**src/rtl/sysprint_queue.sv**
```systemverilog
// sysprint_queue: FIFO between the print syscall strobe and the display, showing one value at a time.
// Define SYSPRINT_AUTOADV_EN to let a hold timer advance the display without a button press.
module sysprint_queue #(
    parameter int unsigned DATA_BITS   = 32,
    parameter int unsigned DEPTH_LOG2  = 3,
    parameter int unsigned HOLD_CYCLES = 16
) (
    input  logic                  clk,
    input  logic                  rst,
    input  logic                  wr_en,
    input  logic [DATA_BITS-1:0]  wr_data,
    input  logic                  next,
    output logic [DATA_BITS-1:0]  show_data,
    output logic                  show_valid,
    output logic [DEPTH_LOG2:0]   count,
    output logic                  full,
    output logic                  overflow,
    output logic [7:0]            drop_count
);

    localparam int unsigned DEPTH = 1 << DEPTH_LOG2;
    localparam logic [DEPTH_LOG2:0] FULL_CNT = {1'b1, {DEPTH_LOG2{1'b0}}};

    if (HOLD_CYCLES < 2) begin : g_bad_hold
        $error("sysprint_queue: HOLD_CYCLES must be at least 2");
    end

    typedef enum logic [0:0] {ST_IDLE, ST_SHOW} state_t;

    state_t                 state_q, state_d;
    logic [DATA_BITS-1:0]   mem_q [DEPTH];
    logic [DATA_BITS-1:0]   mem_d [DEPTH];
    logic [DEPTH_LOG2-1:0]  wr_ptr_q, wr_ptr_d;
    logic [DEPTH_LOG2-1:0]  rd_ptr_q, rd_ptr_d;
    logic [DEPTH_LOG2:0]    count_q, count_d;
    logic [DATA_BITS-1:0]   show_data_q, show_data_d;
    logic                   show_valid_q, show_valid_d;
    logic                   overflow_q, overflow_d;
    logic [7:0]             drop_count_q, drop_count_d;
    logic                   next_q, next_d;

    logic adv_req, auto_adv, pop, wr_acc, drop, full_w;

`ifdef SYSPRINT_AUTOADV_EN
    localparam int unsigned HOLD_W = $clog2(HOLD_CYCLES);
    localparam logic [HOLD_W-1:0] HOLD_MAX = HOLD_W'(HOLD_CYCLES - 1);
    logic [HOLD_W-1:0] hold_q, hold_d;
`endif

    always_comb begin
        next_d  = next;
        adv_req = next & ~next_q;
        full_w  = (count_q == FULL_CNT);

`ifdef SYSPRINT_AUTOADV_EN
        auto_adv = (hold_q == HOLD_MAX);
`else
        auto_adv = 1'b0;
`endif

        // A write never bypasses into the display: pop needs a stored entry.
        if (state_q == ST_IDLE) pop = (count_q != '0);
        else                    pop = (count_q != '0) && (adv_req || auto_adv);

        wr_acc = wr_en && (!full_w || pop);
        drop   = wr_en && full_w && !pop;

        mem_d = mem_q;
        if (wr_acc) mem_d[wr_ptr_q] = wr_data;

        wr_ptr_d = wr_acc ? wr_ptr_q + 1'b1 : wr_ptr_q;
        rd_ptr_d = pop    ? rd_ptr_q + 1'b1 : rd_ptr_q;

        count_d = count_q;
        if (wr_acc && !pop)      count_d = count_q + 1'b1;
        else if (!wr_acc && pop) count_d = count_q - 1'b1;

        state_d      = pop ? ST_SHOW : state_q;
        show_valid_d = show_valid_q | pop;
        show_data_d  = pop ? mem_q[rd_ptr_q] : show_data_q;

        overflow_d   = overflow_q | drop;
        drop_count_d = (drop && drop_count_q != 8'hFF) ? drop_count_q + 8'd1 : drop_count_q;

`ifdef SYSPRINT_AUTOADV_EN
        hold_d = hold_q;
        if (pop)                                           hold_d = '0;
        else if (state_q == ST_SHOW && hold_q != HOLD_MAX) hold_d = hold_q + 1'b1;
`endif
    end

    always_ff @(posedge clk) begin
        if (rst) begin
            state_q      <= ST_IDLE;
            wr_ptr_q     <= '0;
            rd_ptr_q     <= '0;
            count_q      <= '0;
            show_data_q  <= '0;
            show_valid_q <= 1'b0;
            overflow_q   <= 1'b0;
            drop_count_q <= '0;
            next_q       <= 1'b0;
`ifdef SYSPRINT_AUTOADV_EN
            hold_q       <= '0;
`endif
        end else begin
            state_q      <= state_d;
            mem_q        <= mem_d;
            wr_ptr_q     <= wr_ptr_d;
            rd_ptr_q     <= rd_ptr_d;
            count_q      <= count_d;
            show_data_q  <= show_data_d;
            show_valid_q <= show_valid_d;
            overflow_q   <= overflow_d;
            drop_count_q <= drop_count_d;
            next_q       <= next_d;
`ifdef SYSPRINT_AUTOADV_EN
            hold_q       <= hold_d;
`endif
        end
    end

    assign show_data  = show_data_q;
    assign show_valid = show_valid_q;
    assign count      = count_q;
    assign full       = full_w;
    assign overflow   = overflow_q;
    assign drop_count = drop_count_q;

endmodule
```
**config.mk**
```make
export PLATFORM = sky130hd
export DESIGN_NAME = sysprint_queue
export DESIGN_NICKNAME = d
export VERILOG_FILES = /design/src/rtl/sysprint_queue.sv
export SDC_FILE = /design/constraint.sdc
export NUM_CORES = 1
export LEC_CHECK = 0
export CORE_MARGIN = 4
export CORE_UTILIZATION = 40
export DETAILED_ROUTE_END_ITERATION = 16
export PLACE_DENSITY = 0.64
export SLEW_MARGIN = 10
export SYNTH_ARGS = -nofsm -noshare
export SYNTH_HDL_FRONTEND = slang
export SYNTH_SLANG_ARGS = --single-unit
```
**constraint.sdc**
```tcl
create_clock -name clk -period 7.8 [get_ports clk]
set_input_delay 1.95 -clock clk [delete_from_list [all_inputs] [get_ports clk]]
set_output_delay 1.95 -clock clk [all_outputs]
set_load 0.03 [all_outputs]
```
==> results of run 1 <==
-- power groups by stage --
stage               Clock [mW]  Combinational, mW  Sequential [mW]
global placement             0               1.12             2.08
global route              1.71               1.21             2.07
finish                    1.60               1.12             2.05
CTS                       1.64               1.14             2.05
floorplan                    0              0.624             2.19
detailed placement           0               1.14             2.08
-- state kept, by name, summed over array words and instances, names as in the netlist, 3 cells and up --
register	flops
mem_q	256
drop_count	8
show_data	32
wr_ptr_q	3
rd_ptr_q	3
count	4
-- per-stage QoR --
stage / cell area [um^2] / setup WS [ps] / hold WS (ps) / util / power (mW)
finish: 14000 / 3150 / 454 / 0.498 / 4.76
detailed placement: 12800 / 2550 / 453 / 0.457 / 3.22
floorplan: 11500 / 1660 / 519 / - / 2.81
global placement: 12800 / 2710 / 441 / 0.457 / 3.20
CTS: 14000 / 3130 / 462 / 0.497 / 4.83
global route: 14000 / 2930 / 498 / 0.498 / 4.99
-- layer usage --
layer,vias to the layer above,part of all wire,GRT usage
met1,2972,0.42,0.195
met2,159,0.50,0.261
met5,-,0,0
li1,2660,-,-
met3,35,0.057,0.0247
met4,0,0.018,0.0300
-- worst min-delay path by stage --
stage                             end  cells after the start
after global routing         overflow                      2
after floorplan           rd_ptr_q[2]                      3
after global placement       overflow                      2
after CTS                    overflow                      2
final                        overflow                      2
after detailed placement     overflow                      2
-- Yosys cell counts (all sizes together) --
library cell / n / area (um^2)
edfxtp: 256 / 7690
mux4: 64 / 1440
nor2: 56 / 210
dfxtp: 54 / 1080
o21ai: 33 / 165
o22ai: 32 / 200
clkbuf: 19 / 71.3
buf: 14 / 70.1
a21oi: 12 / 60.1
inv: 9 / 33.8
nand3: 7 / 35.0
ha: 6 / 75.1
nand2: 6 / 22.5
or4: 6 / 48.8
mux2i: 3 / 30.0
nor2b: 3 / 18.8
o31ai: 3 / 22.5
o41ai: 3 / 26.3
xnor2: 3 / 26.3
a31oi: 2 / 18.8
nand2b: 2 / 12.5
nand4: 2 / 18.8
nor4: 2 / 12.5
o211ai: 2 / 15.0
a211oi: 1 / 7.51
a21boi: 1 / 7.51
a21o: 1 / 7.51
a31o: 1 / 8.76
and4: 1 / 8.76
fa: 1 / 20.0
mux2: 1 / 11.3
nor3: 1 / 5.00
nor4b: 1 / 23.8
o311ai: 1 / 8.76
or3: 1 / 6.26
or3b: 1 / 8.76
xor2: 1 / 8.76
-- cell type report --
type	count	area, um^2
sequential	310	8770
tap	378	473
clock inverter	15	216
multi-input combinational	260	2660
clock buffer	43	923
inverter	9	33.8
timing repair buffer	92	908
fill	2332	14100
-- cells by family (layout without fill, tap and decap cells) --
family	count (synthesis)	count (layout)
AOI/OAI and AO/OA	92	92
xor gates and xnor gates	4	4
adders and majority gates	7	7
buffers and inverters	42	159
DFF	310	310
muxes	68	68
and+or+nand+nor	89	89
-- critical path: stages --
cell and delay, ps:
clkdlybuf4s50_1 490, nand2b_1 160, a21boi_4 850, inv_1 120, ha_1 260, inv_1 130, ha_1 290, a21oi_1 190
a211oi_1 100, a31oi_1 180, mux2_2 360
==> results by group, run 1 <==
Global route
  • Largest net degree at the start of global routing: 49
  • Antenna violations before repair: 0
  • Gr usage total: 0.148
  • Grt ovf: 0
  • First-pass GRT wire length: 36.1 mm
  • Via count of the first global-routing pass: 6277

Layout
  • Number of diodes: 0
  • Final net count: approximately 750
  • Most frequent cells in the layout: edfxtp_1 (256), clkdlybuf4s50_1 (82), mux4_2 (64), dfxtp_1 (52), nor2_1 (50)
  • Final std cells w/o fill: 1107
  • Commonest non-fill, non-tap cell in the layout: edfxtp_1
  • Area Growth Syn to Fin: 21.3%
  • Share of layout cells above drive strength 1: 0.200

Synthesis
  • Main combinational cell family by area after synthesis: multiplexers
  • Sequential share of the synthesized area: 0.760
  • Synth Area in Compound Gates: 0.0475
  • Mean cell area of the mapped netlist: roughly 19 um^2
  • Cell Area, Synth: around 12000 um^2
  • Synth Area in XOR/XNOR: 0.00304
  • Total number of yosys warnings: 0
  • Synth Instances: 612
  • Unique masters post-synth: 41
  • Syn nets: 655
  • Adder-cell share of the synthesized area: 0.00824
  • Seq cells post-synth: 310
  • Mux cell area share after synthesis: 0.129
  • Simple-gate portion of the synthesized area: 0.0374

Power
  • Sw Pwr: 1.34 mW
  • Switching share of power: 0.281
  • Peak supply drop: 0.189 mV
  • Pwr dens: 341 nW/um^2
  • Internal power: 3.43 mW
  • Comb power frac: 0.235
  • Clock share of power: 0.335
  • Seq pwr share: 0.430
  • Leak pwr: 4.45 nW

STA
  • FMAX: 215 MHz
  • Tmin final: ~4600 ps
  • RSZ-0062 raised after global routing: false
  • Layout Skew: 15.0 ps
  • Fin. max-slew vios: 0
  • Slew @ Worst Pin: 1190 ps
  • # setup viols final: 0
  • Final setup TNS: 0 ps
  • Period utilisation layout: 0.596
  • Fin. Hold Viols: 0
  • Slew HR: 0.203

Placed design
  • Input/output buffers: 82
  • Placed cell count: between 1k and 1.5k
  • Gpl congestion: 0.723
  • Hpwl dp: 13.3 mm

Setup path
  • R2R Path Start: count[0]
  • Worst Reg-to-Reg Cells: 10
  • CP startpoint: next
  • Kind of critical path: input pin to flop
  • Crit path max fanout: 38
  • CP required: between 8000 and 9000 ps
  • Critical Path Start Type: input pin
  • Crit path capture: count[3]
  • Worst reg-to-reg setup slack: roughly 4500 ps
  • CP Capture Type: flop
  • R2r endpoint: count[3]
  • CP Data Arrival Time: 5080 ps

Run
  • MaxCap Viol Count: 0

Detailed routing
  • Post-route ant nets: 0
  • # DRC: 0
  • Vias: 5826
  • Final wirelength: 23.0 mm
  • Vias per Instance: between 5 and 6
  • Drt pass-1 iters: 4
  • WL/cell: 20.8 um
  • Initial DRC Count: 458

CTS
  • Hold-fix buffers, CTS: 0
  • Post-CTS resize count: 0
  • Clock Sinks: 310
  • TritonCTS clock tree: built
  • Number of H-tree levels: 1
  • Clock slew at reported path FFs: 60 ps
  • CTS Buf Count: 31
  • Setup Fix Bufs, Post-CTS: 0
  • Clk_lat worst skew: 550 ps
  • CTS max path bufs: 3
  • CTS root buffer: clkbuf_16

Worst hold path
  • Hold WC Path Type: flop to flop
  • Hold path startpoint: overflow

Floorplan
  • Initial Util: 0.411
  • I/O pin count: 83
  • Core Rows: 61
  • Die area: 31600 um^2
  • Die Span X: between 150 and 200 um
  • Die Height: 178 um
  • Core ar.: 28100 um^2

Outcome
  • Outcome: finished, final reports clean
No activity file was read; power rests on OpenSTA's default activity.
==> run 2, diff against run 1 <==
==> constraint.sdc (replaced) <==
create_clock -name clk -period 4.6 [get_ports clk]
set_input_delay 1.15 -clock clk [delete_from_list [all_inputs] [get_ports clk]]
set_output_delay 1.15 -clock clk [all_outputs]
set_load 0.03 [all_outputs]
==> results by group, run 2 (same netlist as run 1, synthesis figures left out) <==
Outcome
  • Outcome: finished, final reports clean

Detailed routing
  • # DRC: 0
  • Drt pass-1 iters: 5
  • Met2 wire len: 11.8 mm
  • Vias: 5920
  • Met1 Wirelength: 10.0 mm
  • Vias per Instance: 5.30
  • Initial DRC Count: roughly 410
  • Post-route ant nets: 0
  • Max layer used: met4
  • Final wirelength: 23.3 mm
  • WL met3: about 1.0 mm
  • WL/cell: 20.9 um

Worst hold path
  • WHS Path Cells: 2
  • Hold WC Path Type: flop to flop
  • Hold EP: overflow
  • Hold path startpoint: overflow

Power
  • Switching share of power: 0.287
  • Leak pwr: 4.44 nW
  • Sw Pwr: approximately 2.3 mW
  • Comb power frac: 0.245
  • Clock share of power: 0.314
  • Total power: 7.85 mW
  • Peak supply drop: 0.365 mV
  • Seq pwr share: 0.441
  • Pwr dens: approximately 560 nW/um^2
  • Internal power: 5.60 mW

Setup path
  • Delay-heaviest family, CP: compound AO/OA/AOI/OAI gates
  • CP Cell Sequence: clkdlybuf4s50_1 > nand2b_1 > a31oi_2 > ha_1 > inv_1 > ha_1 > a21oi_1 > a211oi_1 > a31oi_1 > mux2_2
  • CP Buf/Inv Count: 2
  • R2R Path Start: count[0]
  • Crit path max fanout: 7
  • CP Capture Type: flop
  • Worst Reg-to-Reg Cells: 10
  • CP max stage cell: clkdlybuf4s50_1
  • CP required: 5030 ps
  • Worst reg-to-reg setup slack: between 1500 and 2000 ps
  • CP Data Arrival Time: 3750 ps
  • CP most frequent cell: ha_1
  • Max incr delay on CP: 480 ps
  • Kind of critical path: input pin to flop
  • R2r endpoint: count[3]
  • Critical Path Start Type: input pin

STA
  • Fin. Hold Viols: 0
  • Slew @ Worst Pin: 1090 ps
  • Slew HR: 0.271
  • Layout Skew: 10.1 ps
  • RSZ-0062 raised after global routing: false
  • Fin. max-slew vios: 0
  • Slack of the critical path: 1280 ps
  • Worst hold slack: 465 ps
  • FMAX: 301 MHz
  • Tmin final: 3320 ps
  • # setup viols final: 0
  • Final setup TNS: 0 ps
  • Period utilisation layout: 0.723

Placed design
  • Gpl congestion: roughly 0.80
  • Hpwl dp: 14.1 mm
  • Worst slack, placed: 745 ps
  • Input/output buffers: 82

Layout
  • Area Growth Syn to Fin: 21.0%
  • Share of layout cells above drive strength 1: 0.202
  • FILL cells: about 2.3k
  • Largest Register: mem_q
  • Commonest non-fill, non-tap cell in the layout: edfxtp_1
  • Max FFs per register: 256
  • Final net count: 758
  • Finished Core Util: 0.497
  • Most frequent cells in the layout: edfxtp_1 (256), clkdlybuf4s50_1 (82), mux4_2 (64), dfxtp_1 (52), nor2_1 (50)

CTS
  • CTS Buf Count: 31
  • CTS max path bufs: 3
  • Setup Fix Bufs, Post-CTS: 0
  • Clock Sinks: 310
  • CTS root buffer: clkbuf_16
  • Clock slew at reported path FFs: 60 ps
  • Clk_lat worst skew: approximately 540 ps
  • Number of H-tree levels: 1
  • TritonCTS clock tree: built
  • Post-CTS resize count: 0
  • Hold-fix buffers, CTS: 0

Global route
  • First-pass GRT wire length: 36.6 mm
  • Via count of the first global-routing pass: 6273
  • Gr usage total: 0.150
  • Grt ovf: 0
  • Antenna violations before repair: 1
  • Largest net degree at the start of global routing: 40

Floorplan
  • Core Rows: 61
  • Core ar.: 28100 um^2
  • Die area: 31600 um^2
  • Initial Util: 0.411
  • Die Height: approximately 180 um
  • Die Span X: 178 um
  • I/O pin count: 83

Run
  • MaxCap Viol Count: 0
==> run 2: area by class of cell <==
type / instances / area (um^2) / area share
clock buffer: 36 / 795 / 0.0569
sequential: 310 / 8770 / 0.628
inverter: 9 / 33.8 / 0.00242
multi-input combinational: 260 / 2680 / 0.192
antenna: 1 / 2.50 / 0.000179
timing repair buffer: 103 / 1000 / 0.0719
tap: 378 / 473 / 0.0339
clock inverter: 21 / 200 / 0.0143
==> run 2: stage by stage <==
stage / std cells / area (um^2)
floorplan: 612 / 11500
global placement: 1060 / 13000
detailed placement: 1060 / 13000
CTS: 1117 / 14000
global route: 1118 / 14000
finish: 1118 / 14000
==> run 2: how the worst max path moves through the flow <==
stage | slack (ps) | to | cells after the start | from
2_1_floorplan | 610 | mem_q[224] | 4 | next
3_3_place_gp | 810 | count[3] | 10 | next
3_5_place_dp | 750 | count[3] | 10 | next
4_1_cts | 1280 | full | 2 | count[0]
5_1_grt | 1130 | count[3] | 10 | next
6_report | 1280 | count[3] | 10 | next
==> run 2: power groups by stage <==
stage / sequential [mW] / combinational [mW] / clock [mW]
floorplan: 3.71 / 1.06 / 0
global placement: 3.52 / 1.93 / 0
detailed placement: 3.53 / 1.95 / 0
CTS: 3.47 / 1.96 / 2.52
global route: 3.50 / 2.08 / 2.65
finish: 3.46 / 1.92 / 2.46
==> run 2: worst min-delay path: cells and delay by family (launching register included) <==
family | cells | cell delay (ps)
AO/OA/AOI/OAI | 1 | 50
flip-flops | 1 | 310
buffers and inverters | 1 | 50
==> run 2: per-layer routing <==
layer	GRT usage	up-vias
li1	-	2684
met1	0.203	3035
met2	0.258	167
met3	0.0222	34
met4	0.0338	0
met5	0	-
